$ cat config.mk
export PLATFORM = sky130hd
export DESIGN_NAME = adder_4bit
export DESIGN_NICKNAME = d
export VERILOG_FILES = /design/src/rtl/adder_4bit.sv
export SDC_FILE = /design/constraint.sdc
export NUM_CORES = 1
export LEC_CHECK = 0
export CORE_AREA = 3 3 40 42
export CTS_CLUSTER_SIZE = 10
export DETAILED_ROUTE_END_ITERATION = 12
export DIE_AREA = 0 0 43 45
export PLACE_DENSITY_LB_ADDON = 0.2
export SLEW_MARGIN = 15
export SYNTH_ARGS = -nofsm -noshare
export SYNTH_HDL_FRONTEND = slang
export SYNTH_SLANG_ARGS = --single-unit
$ cat constraint.sdc
create_clock -name clk -period 7 [get_ports clk]
set_input_delay 1.4 -clock clk [delete_from_list [all_inputs] [get_ports clk]]
set_output_delay 1.4 -clock clk [all_outputs]
set_load 0.01 [all_outputs]
$ cat src/rtl/adder_4bit.sv
// Registered ripple-carry adder: one operand set per cycle, result one cycle later,
// with unsigned carry, signed overflow and zero flags.
module adder_4bit #(
    parameter int WIDTH = 4
) (
    input  logic             clk,
    input  logic             rst,
    input  logic [WIDTH-1:0] a,
    input  logic [WIDTH-1:0] b,
    output logic [WIDTH-1:0] sum,
    input  logic             carryin,
    output logic             carryout,
    input  logic             in_valid,
    output logic             out_valid,
    output logic             overflow,
    output logic             zero
);

    // Result is packed as {carry out of MSB, carry into MSB, sum}.
    function automatic logic [WIDTH+1:0] ripple_add(
        input logic [WIDTH-1:0] x,
        input logic [WIDTH-1:0] y,
        input logic             cin
    );
        logic [WIDTH-1:0] s;
        logic             c;
        logic             c_msb;
        s     = '0;
        c     = cin;
        c_msb = 1'b0;
        for (int i = 0; i < WIDTH; i++) begin
            s[i] = x[i] ^ y[i] ^ c;
            if (i == WIDTH - 1)
                c_msb = c;
            c = (x[i] & y[i]) | (c & (x[i] ^ y[i]));
        end
        return {c, c_msb, s};
    endfunction

    function automatic logic signed_overflow(input logic c_msb, input logic c_out);
        return c_msb ^ c_out;
    endfunction

    logic [WIDTH+1:0] add_p0;
    logic [WIDTH-1:0] sum_p0;
    logic             cout_p0;
    logic             ovf_p0;
    logic             zero_p0;

    logic [WIDTH-1:0] sum_p1;
    logic             cout_p1;
    logic             ovf_p1;
    logic             zero_p1;
    logic             vld_p1;

    // Stage p0: combinational add of the presented operands
    always_comb begin
        add_p0  = ripple_add(a, b, carryin);
        sum_p0  = add_p0[WIDTH-1:0];
        cout_p0 = add_p0[WIDTH+1];
        ovf_p0  = signed_overflow(add_p0[WIDTH], add_p0[WIDTH+1]);
        zero_p0 = (sum_p0 == '0);
    end

    // Stage p1: result registers load only on valid input, so idle-cycle inputs never reach state
    always_ff @(posedge clk) begin
        if (rst) begin
            sum_p1  <= '0;
            cout_p1 <= 1'b0;
            ovf_p1  <= 1'b0;
            zero_p1 <= 1'b0;
            vld_p1  <= 1'b0;
        end else begin
            vld_p1 <= in_valid;
            if (in_valid) begin
                sum_p1  <= sum_p0;
                cout_p1 <= cout_p0;
                ovf_p1  <= ovf_p0;
                zero_p1 <= zero_p0;
            end
        end
    end

    assign sum       = sum_p1;
    assign carryout  = cout_p1;
    assign overflow  = ovf_p1;
    assign zero      = zero_p1;
    assign out_valid = vld_p1;

endmodule

# Word-level counts from Yosys, hierarchy flattened
# Index checks and enable logic that the tools add are counted.
[word_totals]
reg_bits = 8
in_bits = 12
output_inout_bits = 8
elab_cells = 27
[op_classes]
bitwise = 21
reduce_logical = 1
[ops]
columns = ["cell", "count"]
rows = [
  ["1-bit XOR", 9],
  ["1-bit AND", 8],
  ["4-bit zero test", 1],
  ["1-bit bitwise OR", 4],
]

# Longest topological paths before layout
# Gate-level depths: netlist of the first run.
[logic_depth]
ltp_word = 10
ltp_mapped = 7
depth_no_buf = 7

# Least setup slack after synthesis of the first run
# No wires, ideal clock.
[synth_path]
path_type = "input-to-reg"
from = "input port a[0]"
to = "register zero_p1, in the netlist zero"
setup_ns = 0.127
arrival_ns = 3.341
t_required_ns = 6.873
setup_slack_ns = 3.532
path_stages = 7
cell_sequence = "fa_1 -> fa_1 -> fa_1 -> inv_1 -> fa_1 -> or4b_4 -> o22ai_2"
[synth_between]
elab_chain_len = 9
[synth_lines]
columns = ["element", "line_no", "text"]
rows = [
  ["start: declaration", "8", "input logic [WIDTH-1:0] a,"],
  ["1-bit XOR", "32, 35", ""],
  ["1-bit AND", "35", "c = (x[i] & y[i]) | (c & (x[i] ^ y[i]));"],
  ["1-bit bitwise OR", "35", ""],
  ["1-bit AND", "35", ""],
  ["1-bit bitwise OR", "35", ""],
  ["1-bit AND", "35", ""],
  ["1-bit bitwise OR", "35", ""],
  ["1-bit XOR", "32", "s[i] = x[i] ^ y[i] ^ c;"],
  ["4-bit zero test (*)", "62", "zero_p0 = (sum_p0 == '0);"],
  ["end signal: assignment", "79", "zero_p1 <= zero_p0;"],
  ["end: declaration", "53", "logic zero_p1;"],
]
# Mark *: on every way between the ends. The rest lies on a longest branch, timed or not.
# A chain may end at the register's enable or synchronous reset.

# Final worst setup path of the first run
# Ends and elaborated chain as after synthesis.

==> run metrics, run 1 <==
Synth top area share 41.3%; Final Hold Vio Count 0; count leader, synth dfxtp_1; Worst-Margin Slew 0.392 ns; total core area approximately 0.0013 sq mm; cell taking the most area after synthesis dfxtp_1; Initial Utilization 30.2%; DP Area 588 sq um; crit path launch type input pin; CTS hold repair buffers 0; num ports 20; met2 Track Usage GR 13.5%; Avg Vias per Cell 4.40; non-filler cells, final 70; vias in the first global route around 310; Die X 43 microns; fillers between 100 and 150; Peak VDD IR 0.0875 mV; clock buffer count from CTS 3; Main synth FF type dfxtp_1; Clock Sinks 8; Post-synth top cells 8 x dfxtp_1, 5 x nor2_1, 4 x fa_1, 4 x inv_1; CP Data Arrival Time 3.82 ns; YS warnings 0; clk_skew 0 ns; max-slew violation count 0; 1st-iter DRT viols 3; critical path class in -> reg; first-pass GRT wire length 1210 microns; row cnt 13; PwrDens 192 mW/mm^2; fmax 270 MHz; CTS tree yes; Diodes inserted 0; Crit Path Max Fanout 2; Global Route Usage Sum approximately 9%; Final nets 73; Mapped Area a little under 400 sq um; sequential area share after synthesis between 40% and 50%; final critical-path required period 3.70 ns; Post-synth EDFFs 0; Netlist cell types 13; Syn Inst Count 35; final count of negative-setup-slack endpoints 0; met1 Use GR 10.1%; clock transition at the registers of the reported paths 0.05 ns; slew margin rel. 73.8%; CTS resizes 0; final instance area 611 sq um; syn_nets 51; post-route ant nets 0; total of max-cap violations 0; Req. time, crit path 7.12 ns; RSZ-0062 raised after global routing false; WL/cell 9.99 microns; # DRC 0; register bit total from synthesis 8; crit path capture type register; gr busiest metal met2; status complete, no violations; die area 0.00194 sq mm; Post-synth ARST share 0%; port bufs 19; grt ovf 0; Min-Delay Path Class reg -> reg; R2R cell count 2; postcts setup bufs 0; CTS root buffer clkbuf_4; met3 Use GR under 10%; hold path cells 2; Placed Cells 67; TritonRoute pass-1 iters 4; RePlAce Congestion 0.653; final setup TNS 0 ns; antenna violations before repair 0; average size of a mapped cell around 11 sq um; Die Y 45 microns; H-Tree Depth 1; synth top area cells dfxtp_1 41%, fa_1 21%, mux2i_1 7.7%; Max clock buf depth 2; largest net degree at the start of global routing 11; ratio of cells with drive above 1 in the final layout under 10%; Worst-Skew Late Latency 0.25 ns; Routed WL 699 microns; final worst path period share a little over half; dpl ws 3.03 ns; Area Growth Syn to Fin 57.4%; Static Leakage 0.250 nW; Post-Route Utilization 47.5%; Via Count 308; Worst Slack Setup Final about 3.3 ns
sequential cells by signal (all words and copies together), names as in the netlist:
name / cells
carryout: 1
out_valid: 1
overflow: 1
sum: 4
zero: 1
final timing paths:
path	start	to	slack [ns]
min	overflow	overflow	0.48
max	a[0]	zero	3.30
min reg2reg	overflow	overflow	0.48
max reg2reg	carryout	carryout	6.35
per-stage QoR:
stage / total power [mW] / hold slack (ns)
after CTS: 0.120 / 0.483
after floorplan: 0.0681 / 0.498
after global routing: 0.126 / 0.506
after detailed placement: 0.0852 / 0.476
after global placement: 0.0850 / 0.476
final: 0.117 / 0.484
where the power goes:
part	internal [mW]	switching (mW)	leakage (nW)
sequential	0.0495	0.00182	0.0661
clock	0.0195	0.0144	0.0138
combinational	0.0196	0.0126	0.170
total	0.0886	0.0288	0.250
area by class of cell:
cell class                      instances  area [sq um]  share of cell area [%]
Tap cell                               15          18.8                    3.07
Inverter                                4          15.0                    2.46
Sequential cell                         8           160                    26.2
Clock buffer                            3          22.5                    3.69
Multi-Input combinational cell         21           204                    33.4
Timing Repair Buffer                   19           190                    31.1
critical path, cell delays in order:
cell and delay (ns):
clkdlybuf4s50_1 0.43, fa_1 0.44, fa_1 0.39, fa_1 0.40
inv_1 0.08, fa_1 0.41, or4b_4 0.21, o22ai_2 0.06
per-layer routing:
metal | up-vias | share of wire, %
li1 | 154 | -
met1 | 142 | 46
met2 | 12 | 46
met3 | 0 | 7.6
met4 | 0 | 0
met5 | - | 0
logic make-up (layout without fill, tap and decap cells):
kind of cell | after synthesis | count (layout) | synth area share (%)
and+or+nand+nor | 9 | 9 | 13.2
DFF | 8 | 8 | 41.3
buffers and inverters | 6 | 26 | 6.13
adders and majority gates | 4 | 4 | 20.6
AOI/OAI and AO/OA | 4 | 4 | 8.71
muxes | 3 | 3 | 7.74
xor gates and xnor gates | 1 | 1 | 2.26
layout by cell type (no fill, tap or decap):
cell type | synthesis | routed
xor2_1 | 1 | 1
or4b_4 | 1 | 1
inv_1 | 4 | 4
a211oi_1 | 2 | 2
clkbuf_4 | 0 | 3
dfxtp_1 | 8 | 8
clkdlybuf4s50_1 | 0 | 19
mux2i_1 | 3 | 3
fa_1 | 4 | 4
nor2_1 | 5 | 5
nand2b_1 | 3 | 3
o22ai_2 | 1 | 1
o22ai_1 | 1 | 1
No activity file was read; power rests on OpenSTA's default activity.
==> run 2: changes to the inputs <==
==> constraint.sdc (replaced) <==
create_clock -name clk -period 3.1 [get_ports clk]
set_input_delay 0.62 -clock clk [delete_from_list [all_inputs] [get_ports clk]]
set_output_delay 0.62 -clock clk [all_outputs]
set_load 0.01 [all_outputs]
==> run 2 against run 1 <==
Effect of this change:
- wire length is 1.4% lower
- via count stayed put
- core utilization is 0.58 points higher
- final cell count is 1.4% higher
- hold slack worse by 0.0024 ns
- sequential cell count stayed put
- register-to-register slack worse by 3.9 ns
- combinational power is 130% higher
- die area stayed put
- final area is 1.2% higher
- sequential power is 130% higher
- non-clock buffer count is 1 higher
==> run metrics, run 2 (synthesis results as in run 1) <==
port bufs 19; CTS root buffer clkbuf_4; Peak VDD IR ~0.18 mV; status complete, no violations; R2R cell count 2; Avg Vias per Cell 4.34; non-filler cells, final 71; Req. time, crit path 3.23 ns; clock buffer count from CTS 3; max-slew violation count 0; grt ovf 0; final setup TNS 0 ns; vias in the first global route 282; Placed Cells just under 70; DP Wirelength roughly 570 microns; RePlAce Congestion 0.683; Min-Delay Path Class reg -> reg; critical path class in -> reg; WL/cell 9.70 microns; clock transition at the registers of the reported paths 0.06 ns; most frequent cells in the layout 19 x clkdlybuf4s50_1, 8 x dfxtp_1, 5 x nor2_1; largest net degree at the start of global routing 11; Initial Utilization 30.2%; Diodes inserted 0; die area 0.00194 sq mm; CTS resizes 0; Static Leakage 0.254 nW; antenna violations before repair 0; 1st-iter DRT viols 2; ratio of cells with drive above 1 in the final layout between 10 and 15%; hold path cells 2; Hold Slack 0.482 ns; first-pass GRT wire length between 1000 and 1500 microns; RSZ-0062 raised after global routing false; CTS hold repair buffers 0; CTS tree yes; Max clock buf depth 2; final worst path period share 94.1%; Global Route Usage Sum under 10%; fillers 134; R2R Path End carryout; Worst-Margin Slew roughly 0.40 ns; Die X 43 microns; total core area 0.00128 sq mm; Final Hold Vio Count 0; Routed WL 689 microns; crit path capture type register; reg2reg setup slack 2.48 ns; num ports 20; Via Count between 300 and 400; total of max-cap violations 0; end of the worst hold path sum[3]; Area Growth Syn to Fin 59.4%; Largest register FFs 4; hold path start sum[3]; H-Tree Depth 1; TritonRoute pass-1 iters 2; RR Startpoint carryout; Final nets 74; postcts setup bufs 0; final count of negative-setup-slack endpoints 0; final critical-path required period 2.92 ns; CP Data Arrival Time 3.04 ns; Crit Path Max Fanout 2; crit path launch type input pin; # DRC 0; commonest non-fill, non-tap cell in the layout clkdlybuf4s50_1; post-route ant nets 0; Clock Sinks 8; fmax 343 MHz; Die Y 45 microns; clk_skew 0 ns; Worst-Skew Late Latency 0.25 ns; row cnt 13; slew margin rel. about three quarters; PwrDens 434 mW/mm^2
run 2: changes by cell type in the layout (fill, tap and decap cells not counted), sizes merged:
| cell | delta |
|---|---|
| buf | +1 |
run 2: worst max-delay path by stage:
stage	start	to	slack, ns
floorplan	a[0]	zero	0.41
global placement	a[0]	zero	-0.08
detailed placement	a[0]	zero	-0.09
CTS	a[0]	zero	0.17
global route	a[0]	zero	0.08
finish	a[0]	zero	0.18
run 2: layout make-up:
cell class / instances / area, sq um / share of cell area [%]
inverter: 4 / 15.0 / 2.43
clock buffer: 3 / 22.5 / 3.64
timing repair buffer: 20 / 198 / 32.0
sequential: 8 / 160 / 25.9
tap: 15 / 18.8 / 3.04
multi-input combinational: 21 / 204 / 33.0
run 2: metrics by stage:
| step | total power [mW] | area, sq um | util [%] | setup slack [ns] |
|---|---|---|---|---|
| 2_1_floorplan | 0.154 | 388 | - | 0.412 |
| 3_3_place_gp | 0.193 | 596 | 46.3 | -0.0814 |
| 3_5_place_dp | 0.193 | 596 | 46.3 | -0.0893 |
| 4_1_cts | 0.272 | 618 | 48.1 | 0.174 |
| 5_1_grt | 0.288 | 618 | 48.1 | 0.0832 |
| 6_report | 0.268 | 618 | 48.1 | 0.183 |
run 2: worst max-delay path: stages:
cell,delay (ns)
clkdlybuf4s50_1,0.43
fa_1,0.44
fa_1,0.39
fa_1,0.39
inv_1,0.08
fa_1,0.42
or4b_4,0.22
o22ai_2,0.06
run 2: metal layers:
metal	GRT usage, %	wire, microns	part of all wire, %
met5	0	0	0
met3	3.59	58	8.4
met1	11.8	333	48
met2	10.8	297	43
met4	5.42	0	0
run 2: where the power goes:
| group | total, mW | switching (mW) | internal, mW |
|---|---|---|---|
| clock network | 0.0784 | 0.0342 | 0.0442 |
| registers | 0.116 | 0.00394 | 0.112 |
| logic | 0.0740 | 0.0286 | 0.0454 |
| total | 0.268 | 0.0667 | 0.201 |
